**src/rtl/sprite_cmd_sequencer.sv**
```systemverilog
// sprite_cmd_sequencer
//   Front end for sprite_command_controller. It collects sprite commands from
//   NUM_CH sources using round-robin arbitration and buffers them in a
//   DEPTH-entry FIFO. Commands go out one at a time as single-cycle write_cmd
//   strobes, and only while the controller reports not busy. NOP commands
//   (opcode 0) are dropped at the FIFO head without being issued.
//
// Ports:
//   clk, rst     system clock, synchronous active-high reset
//   in_valid     per-channel command valid
//   in_cmd       per-channel command, channel i at [i*CMD_W +: CMD_W]
//   in_ready     per-channel accept, one-hot or zero
//   ctrl_busy    controller busy; sampled only while idle
//   write_cmd    single-cycle command strobe
//   cmd_out      command presented with write_cmd (held between strobes)
//   fifo_count   entries held; fifo_empty / fifo_full flags
//
// Optional build macro SPRITE_SEQ_STATS_EN adds the following:
//   stats_clr    synchronous clear of all statistics counters
//   issued_cnt   issued commands, nop_cnt dropped NOPs,
//   stall_cnt    idle cycles spent waiting on ctrl_busy with work queued
//   All three counters are 16 bits wide and saturate at their maximum value.

module sprite_cmd_sequencer #(
    parameter int NUM_CH     = 2,
    parameter int DEPTH      = 8,
    parameter int CMD_W      = 80,
    parameter int SETTLE_CYC = 2
) (
    input  logic                       clk,
    input  logic                       rst,
    input  logic [NUM_CH-1:0]          in_valid,
    input  logic [NUM_CH*CMD_W-1:0]    in_cmd,
    output logic [NUM_CH-1:0]          in_ready,
    input  logic                       ctrl_busy,
    output logic                       write_cmd,
    output logic [CMD_W-1:0]           cmd_out,
    output logic [$clog2(DEPTH):0]     fifo_count,
    output logic                       fifo_empty,
`ifdef SPRITE_SEQ_STATS_EN
    output logic                       fifo_full,
    input  logic                       stats_clr,
    output logic [15:0]                issued_cnt,
    output logic [15:0]                nop_cnt,
    output logic [15:0]                stall_cnt
`else
    output logic                       fifo_full
`endif
);

    localparam int AW    = $clog2(DEPTH);
    localparam int CH_W  = (NUM_CH > 1) ? $clog2(NUM_CH) : 1;
    localparam int CNT_W = (SETTLE_CYC > 1) ? $clog2(SETTLE_CYC) : 1;

    typedef enum logic {
        IDLE,
        SETTLE
    } state_t;

    // ------------------------------------------------------------------
    // Round-robin arbitration
    // ------------------------------------------------------------------
    logic [CH_W-1:0]  rr_ptr;
    logic [CH_W-1:0]  rr_next;
    logic [NUM_CH-1:0] grant;
    logic             push;
    logic [CMD_W-1:0] push_data;

    // The outer loop walks the search order starting at rr_ptr. The inner
    // loop compares against every channel, so the in_valid index is always
    // a constant.
    always_comb begin
        grant   = '0;
        push    = 1'b0;
        rr_next = rr_ptr;
        if (!fifo_full) begin
            for (int unsigned k = 0; k < NUM_CH; k++) begin
                for (int unsigned i = 0; i < NUM_CH; i++) begin
                    if (!push && (i == (32'(rr_ptr) + k) % NUM_CH) && in_valid[i]) begin
                        push     = 1'b1;
                        grant[i] = 1'b1;
                        rr_next  = CH_W'((i + 1) % NUM_CH);
                    end
                end
            end
        end
    end

    always_comb begin
        push_data = '0;
        for (int unsigned i = 0; i < NUM_CH; i++) begin
            if (grant[i]) begin
                push_data = in_cmd[i*CMD_W +: CMD_W];
            end
        end
    end

    assign in_ready = grant;

    always_ff @(posedge clk) begin
        if (rst) begin
            rr_ptr <= '0;
        end else begin
            rr_ptr <= rr_next;
        end
    end

    // ------------------------------------------------------------------
    // FIFO
    // ------------------------------------------------------------------
    logic [CMD_W-1:0] mem [DEPTH];
    logic [AW-1:0]    wr_ptr;
    logic [AW-1:0]    rd_ptr;
    logic [AW:0]      count;
    logic             pop;
    logic [CMD_W-1:0] head;
    logic [2:0]       head_op;

    assign head       = mem[rd_ptr];
    assign head_op    = head[CMD_W-1 -: 3];
    assign fifo_count = count;
    assign fifo_empty = (count == '0);
    assign fifo_full  = (count == (AW+1)'(DEPTH));

    always_ff @(posedge clk) begin
        if (push) begin
            mem[wr_ptr] <= push_data;
        end
    end

    // Pointers wrap naturally because DEPTH is a power of two.
    always_ff @(posedge clk) begin
        if (rst) begin
            wr_ptr <= '0;
            rd_ptr <= '0;
            count  <= '0;
        end else begin
            if (push) wr_ptr <= wr_ptr + 1'b1;
            if (pop)  rd_ptr <= rd_ptr + 1'b1;
            case ({push, pop})
                2'b10:   count <= count + 1'b1;
                2'b01:   count <= count - 1'b1;
                default: count <= count;
            endcase
        end
    end

    // ------------------------------------------------------------------
    // Issue sequencer
    // ------------------------------------------------------------------
    state_t           state, state_nx;
    logic [CNT_W-1:0] cnt, cnt_nx;
    logic             issue;
    logic             nop_pop;
    logic             stall;

    always_comb begin
        state_nx = state;
        cnt_nx   = cnt;
        pop      = 1'b0;
        issue    = 1'b0;
        nop_pop  = 1'b0;
        stall    = 1'b0;
        case (state)
            IDLE: begin
                if (!fifo_empty && head_op == 3'd0) begin
                    // NOPs drain at one per cycle even while the controller is busy.
                    pop     = 1'b1;
                    nop_pop = 1'b1;
                end else if (!fifo_empty && !ctrl_busy) begin
                    pop      = 1'b1;
                    issue    = 1'b1;
                    state_nx = SETTLE;
                    cnt_nx   = CNT_W'(SETTLE_CYC - 1);
                end else if (!fifo_empty) begin
                    stall = 1'b1;
                end
            end
            SETTLE: begin
                if (cnt == '0) begin
                    state_nx = IDLE;
                end else begin
                    cnt_nx = cnt - 1'b1;
                end
            end
            default: state_nx = IDLE;
        endcase
    end

    always_ff @(posedge clk) begin
        if (rst) begin
            state     <= IDLE;
            cnt       <= '0;
            write_cmd <= 1'b0;
            cmd_out   <= '0;
        end else begin
            state     <= state_nx;
            cnt       <= cnt_nx;
            write_cmd <= issue;
            if (issue) begin
                cmd_out <= head;
            end
        end
    end

`ifdef SPRITE_SEQ_STATS_EN
    // ------------------------------------------------------------------
    // Statistics; clear takes priority over a same-cycle increment
    // ------------------------------------------------------------------
    always_ff @(posedge clk) begin
        if (rst || stats_clr) begin
            issued_cnt <= '0;
            nop_cnt    <= '0;
            stall_cnt  <= '0;
        end else begin
            if (issue   && issued_cnt != '1) issued_cnt <= issued_cnt + 1'b1;
            if (nop_pop && nop_cnt    != '1) nop_cnt    <= nop_cnt + 1'b1;
            if (stall   && stall_cnt  != '1) stall_cnt  <= stall_cnt + 1'b1;
        end
    end
`else
    logic unused_stall;
    assign unused_stall = stall | nop_pop;
`endif

endmodule

```
**config.mk**
```make
export PLATFORM = sky130hd
export DESIGN_NAME = sprite_cmd_sequencer
export DESIGN_NICKNAME = d
export VERILOG_FILES = /design/src/rtl/sprite_cmd_sequencer.sv
export SDC_FILE = /design/constraint.sdc
export NUM_CORES = 1
export LEC_CHECK = 0
export ABC_AREA = 1
export BUFFER_PORTS_ARGS = -buffer_cell sky130_fd_sc_hd__buf_2
export CELL_PAD_IN_SITES_DETAIL_PLACEMENT = 1
export CELL_PAD_IN_SITES_GLOBAL_PLACEMENT = 1
export CORE_UTILIZATION = 35
export CTS_CLUSTER_SIZE = 24
export DETAILED_ROUTE_END_ITERATION = 8
export PLACE_DENSITY_LB_ADDON = 0.12
export SKIP_LAST_GASP = 1
export SLEW_MARGIN = 0
export SYNTH_ARGS = -nofsm -noshare
export SYNTH_HDL_FRONTEND = slang
export SYNTH_SLANG_ARGS = --single-unit
```
**constraint.sdc**
```tcl
create_clock -name clk -period 13.1 [get_ports clk]
set_input_delay 0.655 -clock clk [delete_from_list [all_inputs] [get_ports clk]]
set_output_delay 0.655 -clock clk [all_outputs]
set_load 0.005 [all_outputs]
```
==> flow_summary.yaml, run 1 <==
pwr:
  seq_power_share: 0.423
  vdd_ir_drop_max_v: 0.000215
  leakagePower_nw: 13.3
  power_frac_comb: 0.288
  p_per_area_mw_per_mm2: 215
  p_clk_frac: 0.289
  sw_frac_of_total: 0.338
  power.internal_mw: 4.89
  p_sw_mw: 2.49
final_layout:
  syn2layout_area_growth_pct: 15.9
  finalInstanceArea_mm2: 0.0344
  layout-drive-gt1-share: 0.148
  fill_cells: 8968
  diodes: 0
  final_util: 0.411
  fin_nets: 2932
  final_cells: 3953
clocking:
  clock_sinks: 737
  clk_latency_ns: 0.61
  clock_path_buffers: 3
  tritoncts: "yes"
  cts-resized-gates: 0
  post_cts_buffers: 0
  h-tree-depth: 3
  ctsHoldBuffers: 0
  clk_pin_slew_ns: 0.06
  clockRootBuffer: "clkbuf_16"
  numCtsBuffers: 79
timing:
  relSlewSlack: 0.271
  tns_ns: 0
  rsz0062_at_grt: "false"
  setup_viol: 0
  fin_crit_sh: 0.411
  final_max_slew_viol_count: 0
  worst_pin_slew_ns: 1.09
  fin_skew_ns: 0.0171
  clock.fmax_mhz: 186
  min_period_ns: 5.39
  worst_slack_ns: 7.71
  hold_viol_final: 0
run:
  maxCapViolCount: 0
global_route:
  antenna_found_initial: 0
  overflow: 0
  grt_usage: 0.192
  grt_pass1_wl_mm: 126
  grt_max_degree: 224
  grt_pass1_vias: 20800
floorplan:
  fp.dieW_um: 293
  core_area_mm2: 0.0837
  start_util: 0.354
  rows: 106
  die_area_mm2: 0.0859
  die_y_um: 293
  io_pins: 254
placed_design:
  gp_congestion: 0.724
  preCtsSetupSlack_ns: 7.66
  numPortBuffers: 253
  place_area_mm2: 0.0319
  dpl.cell_count: 3814
  dp_hpwl_mm: 44.7
setup_path:
  max_stage_delay_ns: 0.96
  cp_cell_sequence: "buf_12, buf_4, nand2_1, nand3_1, nand2_1, nand2_1, nand2_1, nor2_1, nand2_1, nand3_4, buf_4, buf_4, nand2_1, nand2_1, nor2_1"
  worstSetupStartpointType: "register"
  crit_fanout: 223
  cp_slowest_cell: "buf_4"
  worstSetupPathType: "reg -> reg"
  path_buf_inv: 4
  endpoint_kind: "register"
  critical_path.top_delay_family: "buffers and inverters"
  cp.required_ns: 13.58
  crit_top_cell: "nand2_1"
  cp.arrival_ns: 5.87
drt:
  drt_first_pass_iters: 5
  antenna_left: 0
  wl_per_cell_um: 20.8
  wl_mm: 82.3
  drc: 0
  vias: 19900
  drt-initial-drc-count: 1044
  viasPerCell: 5.03
synthesis:
  async_flop_share: 0
  ys_seq_elements: 737
  synth_largest_area_cell: "edfxtp_1"
  yosys-top-cells-area: "edfxtp_1, nand2_1, dfxtp_1, nand3_1, a32o_1"
  syn_inst: 2563
  syn-num-nets: 2734
  synth_top_area_share: 0.648
  synth_area_mm2: 0.0297
  synth_area_per_cell_um2: 11.6
  synth_ff_type: "edfxtp_1"
  ys_seq_area_frac: 0.713
  ys_warn_count: 0
  synth-edff-count: 640
  synth_cell_types: 24
worst_hold_path:
  hp-class: "in -> reg"
status:
  status: "finished, final reports clean"
through the flow:
step	hold WS, ns	total power [mW]
floorplan	0.442	4.58
global placement	0.455	5.29
detailed placement	0.467	5.35
CTS	0.298	7.51
global route	0.331	7.83
finish	0.335	7.38
area by class of cell:
type | count | area [um^2] | share of cell area
clock buffers | 119 | 2340 | 0.0681
multi-input cells | 1532 | 7330 | 0.213
repair buffers | 283 | 1500 | 0.0437
well taps | 1134 | 1420 | 0.0413
flip-flops and latches | 737 | 21200 | 0.616
inverters | 128 | 498 | 0.0145
clock inverters | 20 | 120 | 0.00349
power groups by stage:
stage | clock, mW | combinational, mW | sequential (mW)
floorplan | 0 | 1.43 | 3.15
global placement | 0 | 2.12 | 3.17
detailed placement | 0 | 2.17 | 3.18
CTS | 2.20 | 2.18 | 3.13
global route | 2.28 | 2.40 | 3.15
finish | 2.14 | 2.12 | 3.12
cells in the mapped netlist, types with 2 or more instances:
cell type and instances:
nor3_1 2, edfxtp_1 640, ha_1 5, dfxtp_1 97
a31oi_1 77, inv_1 125, nand2_1 835, a21oi_1 12
buf_6 9, buf_2 56, buf_1 4, a32o_1 77
clkbuf_1 96, o21ai_2 2, nand3_1 249, inv_2 3
o21ai_0 6, nor2_1 180, a22o_1 80, nor2_2 4
worst paths after layout:
path,depth (start not counted),end,from,slack (ns)
setup / recovery,15,cmd_out[75]$_SDFFE_PP0P_,register,7.71
hold / removal,2,state$_SDFF_PP0_,rst,0.34
setup reg to reg,15,cmd_out[75]$_SDFFE_PP0P_,register,7.71
hold reg to reg,2,rr_ptr$_SDFFE_PP0P_,rr_ptr$_SDFFE_PP0P_,0.48
kinds of logic after synthesis:
family | after synthesis | share of synthesized area
AOI/OAI and AO/OA | 255 | 0.0698
xor gates and xnor gates | 1 | 0.000295
adders and majority gates | 6 | 0.00278
buffers and inverters | 294 | 0.0420
DFF | 737 | 0.713
and+or+nand+nor | 1270 | 0.172
state kept, by name, indices dropped and copies added, names as in the netlist, named ones only:
| name | count |
|---|---|
| fifo_count | 4 |
| rd_ptr | 3 |
| mem | 640 |
| write_cmd | 1 |
| cnt | 1 |
| wr_ptr | 3 |
| rr_ptr | 1 |
| cmd_out | 80 |
| state | 1 |
layer usage:
metal	GRT usage	up-vias	wire, um
met2	0.325	357	39700
met3	0.0247	101	2970
met5	0	-	0
met1	0.260	10100	38000
met4	0.0513	0	1600
li1	-	9358	-
worst register-to-register path: stages (launching register included):
cell     delay (ns)
dfxtp_4        0.39
buf_12         0.78
buf_4          1.04
nand2_1        0.19
nand3_1        0.12
nand2_1        0.07
nand2_1        0.06
nand2_1        0.08
nor2_1         0.09
nand2_1        0.14
nand3_4        0.51
buf_4          0.63
buf_4          0.84
nand2_1        0.20
nand2_1        0.10
nor2_1         0.05
layout by cell type (no fill, tap or decap), drive strengths merged:
master,instances
fa,1
ha,5
a31oi,77
a21oi,13
dfxtp,97
nor2,184
clkbuf,119
o21ai,8
a22o,80
a32o,77
bufinv,1
buf,283
clkinvlp,1
nor3,2
edfxtp,640
nand3,249
xnor2,1
clkinv,20
nand2,835
inv,126
(Power assumes the default switching activity.)
==> run 2, diff against run 1 <==
ABC_AREA = 0   (was 1)
clock period = 4.52 ns   (was 13.1 ns; I/O delays follow)
==> flow_summary.yaml, run 2 <==
final_layout:
  mostFrequentLayoutCell: "edfxtp_1"
  largest_reg_flops: 640
  layout-drive-gt1-share: 0.378
  syn2layout_area_growth_pct: 18.4
  fin_nets: 1837
  final_util: 0.419
  fill_cells: 7703
  seq_area_mm2: 0.0212
  layout_common_cells: "edfxtp_1, buf_2, mux4_2"
  final_cells: 2792
  multi_input_area_mm2: 0.00690
  regMostFlops: "mem"
timing:
  hold_viol_final: 0
  final_max_slew_viol_count: 0
  min_period_ns: 3.68
  fin_skew_ns: 0.0213
  worst_pin_slew_ns: 1.16
  fin_crit_sh: 0.814
  relSlewSlack: 0.224
  fin_worst_hold_slack_ns: 0.0850
  rsz0062_at_grt: "false"
  setup_viol: 0
  clock.fmax_mhz: 272
  tns_ns: 0
synthesis:
  async_flop_share: 0
  synth_ff_type: "edfxtp_1"
  syn_inst: 1384
  synth_area_mm2: 0.0284
  synth_area_per_cell_um2: 20.6
  ys_seq_elements: 737
  synth_most_common_cell: "edfxtp_1"
  yosys-top-cells-count: "edfxtp_1, mux4_2, dfxtp_1"
  ys_seq_area_frac: 0.744
  synth_cell_types: 33
  yosys-top-cells-area: "edfxtp_1, mux4_2, dfxtp_1, a211oi_2, mux2i_1"
  synth_largest_area_cell: "edfxtp_1"
  synth_top_area_share: 0.676
  syn-num-nets: 1555
  synth-edff-count: 640
  ys_warn_count: 0
global_route:
  antenna_found_initial: 0
  overflow: 0
  grt_pass1_wl_mm: 102
  grt_max_degree: 88
  grt_pass1_vias: 15600
  grt_usage: 0.168
drt:
  vias: 14200
  wl_per_cell_um: 24.6
  wl_mm: 68.7
  viasPerCell: 5.10
  drt-initial-drc-count: 765
  drt_first_pass_iters: 4
  drc: 0
  antenna_left: 0
clocking:
  h-tree-depth: 3
  numCtsBuffers: 81
  post_cts_buffers: 0
  clk_pin_slew_ns: 0.06
  cts-resized-gates: 0
  clock_sinks: 737
  clock_path_buffers: 3
  clk_latency_ns: 0.62
  ctsHoldBuffers: 0
  tritoncts: "yes"
  clockRootBuffer: "clkbuf_16"
pwr:
  p_per_area_mw_per_mm2: 608
  vdd_ir_drop_max_v: 0.000348
  leakagePower_nw: 11.1
setup_path:
  r2r_end: "fifo_count[3]$_SDFFE_PP0P_"
  r2r_cells: 11
  endpoint_kind: "register"
  worstSetupEndpoint: "fifo_count[3]$_SDFFE_PP0P_"
  worstSetupPathType: "reg -> reg"
  cp.arrival_ns: 4.22
  crit_fanout: 23
  worstSetupStartpointType: "register"
  cp.required_ns: 5.06
  r2r_slack_ns: 0.84
placed_design:
  numPortBuffers: 253
  dp_hpwl_mm: 38.1
  gp_congestion: 0.690
  dpl.cell_count: 2643
floorplan:
  die_y_um: 287
  fp.dieW_um: 287
  start_util: 0.354
  die_area_mm2: 0.0824
  core_area_mm2: 0.0804
  rows: 104
  io_pins: 254
status:
  status: "finished, final reports clean"
worst_hold_path:
  hp-class: "in -> reg"
run:
  maxCapViolCount: 0
-- run 2: layout make-up --
type / count / share of cell area
inverters: 8 / 0.000892
clock inverters: 36 / 0.0111
multi-input cells: 549 / 0.205
diodes: 1 / 0.0000743
well taps: 1060 / 0.0394
flip-flops and latches: 737 / 0.629
clock buffers: 112 / 0.0679
repair buffers: 289 / 0.0469
-- run 2: worst min path at each step --
stage	from	endpoint	slack, ns	cells after the start
after CTS	ctrl_busy	register	0.05	3
after global routing	ctrl_busy	register	0.08	3
after detailed placement	cnt$_SDFFE_PP0P_	cnt$_SDFFE_PP0P_	0.49	2
final	ctrl_busy	register	0.09	3
after global placement	cnt$_SDFFE_PP0P_	state$_SDFF_PP0_	0.47	2
after floorplan	cnt$_SDFFE_PP0P_	cnt$_SDFFE_PP0P_	0.46	2
-- run 2: report_power, final --
| part | internal, mW | switching [mW] |
|---|---|---|
| sequential | 8.72 | 0.474 |
| combinational | 1.98 | 2.71 |
| clock | 3.94 | 2.66 |
-- run 2: critical path, stage by stage (launching register included) --
cell and delay [ns]:
dfxtp_4 0.67, mux4_2 0.56, mux2i_1 0.36, nand3_1 0.19, a21oi_2 0.37, ha_1 0.28
ha_1 0.24, a21o_1 0.18, a21oi_1 0.19, xnor2_1 0.10, or3_1 0.31, a21oi_1 0.15
-- run 2: layer usage --
| metal | global-route usage | routed length (um) | part of all wire | vias up |
|---|---|---|---|---|
| met2 | 0.294 | 35000 | 0.51 | 269 |
| met4 | 0.0449 | 1180 | 0.017 | 0 |
| met1 | 0.217 | 29900 | 0.44 | 7598 |
| li1 | - | - | - | 6287 |
| met5 | 0 | 0 | 0 | - |
| met3 | 0.0267 | 2620 | 0.038 | 78 |
-- run 2: cell families (layout without fill, tap and decap cells) --
family | Yosys count | after routing | share of synthesized area
muxes | 244 | 244 | 0.156
other | 0 | 1 | 0
and+or+nand+nor | 118 | 118 | 0.0170
DFF | 737 | 737 | 0.744
AOI/OAI and AO/OA | 176 | 176 | 0.0613
adders and majority gates | 6 | 6 | 0.00290
buffers and inverters | 98 | 445 | 0.0170
xor gates and xnor gates | 5 | 5 | 0.00154
-- run 2: per-stage QoR --
stage / power (mW) / cell area (um^2) / worst slack (ns)
2_1_floorplan: 12.5 / 28500 / -2.47
3_3_place_gp: 14.1 / 31000 / 0.839
3_5_place_dp: 14.2 / 31000 / 0.812
4_1_cts: 20.9 / 33700 / 0.776
5_1_grt: 21.5 / 33700 / 0.586
6_report: 20.5 / 33700 / 0.839
